`config.mk`:
```
export PLATFORM = sky130hd
export DESIGN_NAME = shift_sched
export DESIGN_NICKNAME = d
export VERILOG_FILES = /design/src/rtl/shift_sched.sv
export SDC_FILE = /design/constraint.sdc
export NUM_CORES = 1
export LEC_CHECK = 0
export CAP_MARGIN = 15
export CORE_MARGIN = 3
export CORE_UTILIZATION = 45
export CTS_CLUSTER_DIAMETER = 60
export CTS_CLUSTER_SIZE = 16
export DETAILED_ROUTE_END_ITERATION = 16
export MAX_ROUTING_LAYER = met4
export PLACE_DENSITY = 0.82
export SETUP_SLACK_MARGIN = 0.02
export SLEW_MARGIN = 10
export SYNTH_ARGS = -nofsm -noshare
export SYNTH_HDL_FRONTEND = slang
export SYNTH_SLANG_ARGS = --single-unit
```
`constraint.sdc`:
```
create_clock -name clk -period 3.1 [get_ports clk]
set_clock_uncertainty 0.1 [all_clocks]
set_input_delay 0.62 -clock clk [delete_from_list [all_inputs] [get_ports clk]]
set_output_delay 0.62 -clock clk [all_outputs]
set_load 0.01 [all_outputs]
```
`src/rtl/shift_sched.sv`:
```
// Round-robin scheduler sharing one parallel-to-serial shift engine among NREQ requesters.
// Grants one word at a time, strobes it into the shifter and waits for end-of-shift or timeout.
module shift_sched #(
    parameter int unsigned BITS = 8,
    parameter int unsigned NREQ = 4,
    parameter int unsigned TMO  = BITS + 2,
    localparam int unsigned IDW = $clog2(NREQ)
) (
    input  logic                 clk,
    input  logic                 rst,
    input  logic [NREQ-1:0]      req,
    input  logic [NREQ*BITS-1:0] data,
    output logic [NREQ-1:0]      ack,
    output logic [NREQ-1:0]      done,
    output logic                 err,
    output logic                 busy,
    output logic [IDW-1:0]       cur_id,
    output logic                 sh_load,
    output logic [BITS-1:0]      sh_data,
    input  logic                 sh_eos
);

    localparam int unsigned CW = $clog2(TMO + 1);

    typedef enum logic [1:0] {
        StIdle,
        StLoad,
        StShift,
        StGap
    } state_e;

    state_e          state_q;
    logic [CW-1:0]   cnt_q;
    logic [IDW-1:0]  last_q;

    logic            found;
    logic [IDW-1:0]  winner;
    logic [IDW-1:0]  cand;
    logic [BITS-1:0] win_word;

    function automatic logic [NREQ-1:0] onehot(input logic [IDW-1:0] id);
        logic [NREQ-1:0] v;
        v     = '0;
        v[id] = 1'b1;
        return v;
    endfunction

    // Search upward from the requester after the last winner, wrapping, so the most
    // recently served requester is considered last.
    always_comb begin
        found  = 1'b0;
        winner = '0;
        cand   = '0;
        for (int unsigned i = 1; i <= NREQ; i++) begin
            cand = IDW'((32'(last_q) + i) % NREQ);
            if (!found && req[cand]) begin
                found  = 1'b1;
                winner = cand;
            end
        end
        win_word = data[winner*BITS +: BITS];
    end

    always_ff @(posedge clk) begin
        if (rst) begin
            state_q <= StIdle;
            cnt_q   <= '0;
            last_q  <= IDW'(NREQ - 1);
            ack     <= '0;
            done    <= '0;
            err     <= 1'b0;
            busy    <= 1'b0;
            cur_id  <= '0;
            sh_load <= 1'b0;
            sh_data <= '0;
        end else begin
            unique case (state_q)
                StIdle: begin
                    if (found) begin
                        state_q <= StLoad;
                        sh_load <= 1'b1;
                        ack     <= onehot(winner);
                        sh_data <= win_word;
                        cur_id  <= winner;
                        last_q  <= winner;
                        busy    <= 1'b1;
                    end
                end
                StLoad: begin
                    sh_load <= 1'b0;
                    ack     <= '0;
                    cnt_q   <= '0;
                    state_q <= StShift;
                end
                StShift: begin
                    cnt_q <= cnt_q + 1'b1;
                    // End-of-shift takes precedence over a timeout in the same cycle.
                    if (sh_eos) begin
                        done    <= onehot(cur_id);
                        state_q <= StGap;
                    end else if (cnt_q == CW'(TMO - 1)) begin
                        err     <= 1'b1;
                        state_q <= StGap;
                    end
                end
                StGap: begin
                    done    <= '0;
                    err     <= 1'b0;
                    busy    <= 1'b0;
                    state_q <= StIdle;
                end
                default: state_q <= StIdle;
            endcase
        end
    end

endmodule

```
==> impl_summary.txt <==
----------------------------------------------------
[Worst setup path]
  Nature of the critical path endpoint ... flop
  Type of origin of the critical path ... primary input
  Cell chain of the critical path ... clkdlybuf4s50_1, or2_1, a311oi_4, buf_4, mux2i_1, mux2_2, o21ai_1
  Arrival time of data at the critical path endpoint ... 2.42 ns
  Slowest cell on the critical path ... sky130_fd_sc_hd__clkdlybuf4s50_1
  WP data required ... 3.23 ns
  Startpoint-to-endpoint class of the critical path ... primary input to flop
  Slowest stage delay, CP ... approximately 0.5 ns
  Worst R2R Setup Slack ... around 1.3 ns
  Maximum net fanout on the critical path ... 11

[Clock network]
  Sink Count ... 29
  Clock-pin transition on the worst setup and hold timing paths ... 0.10 ns
  Clock buffers created by TritonCTS ... 5
  Number of setup buffers added after CTS ... 0
  Hold-fix buffers at CTS ... 0
  Clock network latency to the later pin of the worst-skew pair ... 0.33 ns
  CTS tree ... done
  Clk root buf ... sky130_fd_sc_hd__clkbuf_4
  Maximum root-to-sink buffer count ... 2
  Post-CTS Resized ... 0
  Total number of H-tree levels ... 2

[STA]
  Slew Limit Headroom ... 0.6050
  Final slew viol count ... 0
  Portion of the clock cycle consumed by the worst path in the final layout ... 0.7383
  Fin Hold WS ... 0.3576 ns
  Final Worst Setup Slack ... 0.8112 ns
  Number of endpoints failing setup at the final stage ... 0
  Count of endpoints failing hold in the final timing report ... 0
  Highest clock rate ... 0.4369 GHz
  Setup repair after global routing missed its margin ... false
  Period minus WS final ... around 2.3 ns
  Summed negative setup slack over all endpoints ... 0 ns
  Actual slew at the worst max-slew pin ... 0.5760 ns

[Die]
  Area of the placeable core ... between 3000 and 4000 um^2
  Initial Util ... 0.4929
  Cell Rows ... 20
  Die Wd ... about 65 um
  Top Ports ... 60
  Die Outline Area ... 4225 um^2
  Height of the die ... 65 um

[Synthesis]
  Sequential element share of the synthesized area ... 0.3706
  Number of synthesized register bits ... 29
  Synth warnings ... 0
  Cell count after synthesis ... 180
  Predominant post-synthesis flop cell ... sky130_fd_sc_hd__dfxtp_1
  Post-synthesis average cell area ... 8.703 um^2
  Post-Synthesis Cell Area ... 1567 um^2
  Total nets after synthesis ... 226
  Fraction of registers with async set/reset ... 0
  Number of distinct library cells after synthesis ... 34
  Count of flip-flops with a built-in enable after synthesis ... 0

[Place]
  Dpl hpwl ... 2956 um
  Post-place setup slack ... 0.4595 ns
  Total placed instance area ... 2222 um^2
  Total of buffers placed on input and output ports ... 59
  Final weighted congestion of routability-driven global placement ... 0.8755

[Power]
  Worst voltage drop across the vdd grid ... ~0.00040 V
  Total power consumption of the routed design ... about 1.7 mW
  Pwr Density ... 743.4 nW/um^2
  Leak pwr ... roughly 0.9 nW

[GRT]
  Total GRT Usage ... 0.2079
  Vias in the first global route ... between 1000 and 1500
  Final global-route overflow total ... 0
  Global-route wire length before repair ... 6679 um
  Maximum number of pins on one net before global-route repair ... 30
  Antenna violations before repair ... 0

[Routing]
  Aggregate routed wire length ... 3847 um
  Post-detailed-route via-to-cell ratio ... between 5 and 6
  Number of DRC markers after the initial detailed-route iteration ... slightly above 70
  Drc violations ... 0
  Post-DRT Antenna Nets ... 0
  DR pass1 iterations ... 4
  DR WL/cell ... 13.40 um
  Via count ... 1507

[Finish]
  Layout Cell Area excl Fill ... approximately 2300 um^2
  Most frequent standard cell in the layout excluding fill and tap cells ... sky130_fd_sc_hd__clkdlybuf4s50_1
  Diode count ... 0
  Fraction of layout cells with a size suffix above 1 ... 0.09465
  Number of filler cells placed in the layout ... 283
  Most frequent cells in the layout ... sky130_fd_sc_hd__clkdlybuf4s50_1 (59), sky130_fd_sc_hd__dfxtp_1 (29), sky130_fd_sc_hd__nor2_1 (23), sky130_fd_sc_hd__mux2i_1 (18), sky130_fd_sc_hd__a21oi_1 (15)
  Area growth syn-to-layout ... 45.37%
  Count of nets after finishing ... between 200 and 300

[Flow run]
  Max cap viols ... 0

[Run status]
  Run status ... complete, no violations

[Min path]
  Type of the tightest min-delay check ... flop to flop

----------------------------------------------------
==> per-stage QoR <==
stage / std cells / utilization
3_3_place_gp: 279 / 0.6992
3_5_place_dp: 279 / 0.6992
6_report: 287 / 0.7165
4_1_cts: 287 / 0.7165
5_1_grt: 287 / 0.7165
2_1_floorplan: 180 / -
==> worst max-delay path, delay by kind of cell <==
kind,cells,cell delay (ns)
buffers and inverters,2,0.77
AOI/OAI and AO/OA,2,0.34
muxes,2,0.39
and+or+nand+nor,1,0.30
==> synthesized netlist by cell type, types with 3 or more instances <==
cell type                  count  area, um^2
sky130_fd_sc_hd__clkbuf_1      5       18.77
sky130_fd_sc_hd__ha_1          7       87.58
sky130_fd_sc_hd__nor2_1       23       86.33
sky130_fd_sc_hd__mux2i_1      18       180.2
sky130_fd_sc_hd__mux2_2        8       90.09
sky130_fd_sc_hd__o21ai_1       8       40.04
sky130_fd_sc_hd__inv_1         9       33.78
sky130_fd_sc_hd__o21ai_0       3       15.01
sky130_fd_sc_hd__nand2_1      11       41.29
sky130_fd_sc_hd__nand2b_1      3       18.77
sky130_fd_sc_hd__nand3b_1     11       82.58
sky130_fd_sc_hd__a21oi_1      15       75.07
sky130_fd_sc_hd__nor3_1        4       20.02
sky130_fd_sc_hd__dfxtp_1      29       580.6
==> path summary, 6_finish.rpt <==
check             from    endpoint  cells past startpoint
max             req[1]  sh_data[2]                      7
min             ack[2]      ack[2]                      2
max reg2reg  last_q[0]  sh_data[5]                      6
min reg2reg     ack[2]      ack[2]                      2
==> final cells by class <==
type	count	area (um^2)	area share
multi-input combinational	133	924.6	0.4060
tap	44	55.05	0.02418
clock inverter	3	17.52	0.007692
inverter	9	33.78	0.01484
timing repair buffer	64	628.1	0.2758
sequential	29	580.6	0.2549
clock buffer	5	37.54	0.01648
==> per-layer routing <==
| layer | vias to the layer above | GRT usage | wire length, um |
|---|---|---|---|
| li1 | 759 | - | - |
| met1 | 699 | 0.2574 | 1720 |
| met2 | 42 | 0.3346 | 1915 |
| met3 | 7 | 0.04159 | 146 |
| met4 | 0 | 0.07652 | 65 |
| met5 | - | - | 0 |
==> where the power goes <==
| part | total, mW | internal (mW) | leakage, nW | switching (mW) |
|---|---|---|---|---|
| combinational | 0.892 | 0.465 | 0.609 | 0.427 |
| clock | 0.227 | 0.0853 | 0.0310 | 0.141 |
| sequential | 0.574 | 0.488 | 0.238 | 0.0869 |
| total | 1.69 | 1.04 | 0.878 | 0.655 |
==> cell families (layout without fill, tap and decap cells) <==
logic type	after synthesis	in the layout	synth area share
compound gates	35	35	0.1334
fa+ha+maj	7	7	0.05591
buf+inv	18	81	0.05111
flops	29	29	0.3706
mux	26	26	0.1725
simple gates	65	65	0.2165
==> flip-flops by register name (all words and copies together) (netlist names), 2 cells and up <==
| name | cells |
|---|---|
| ack | 4 |
| cnt_q | 4 |
| cur_id | 2 |
| done | 4 |
| last_q | 2 |
| sh_data | 8 |
| state_q | 2 |
Power figures use the tool's default switching activity.
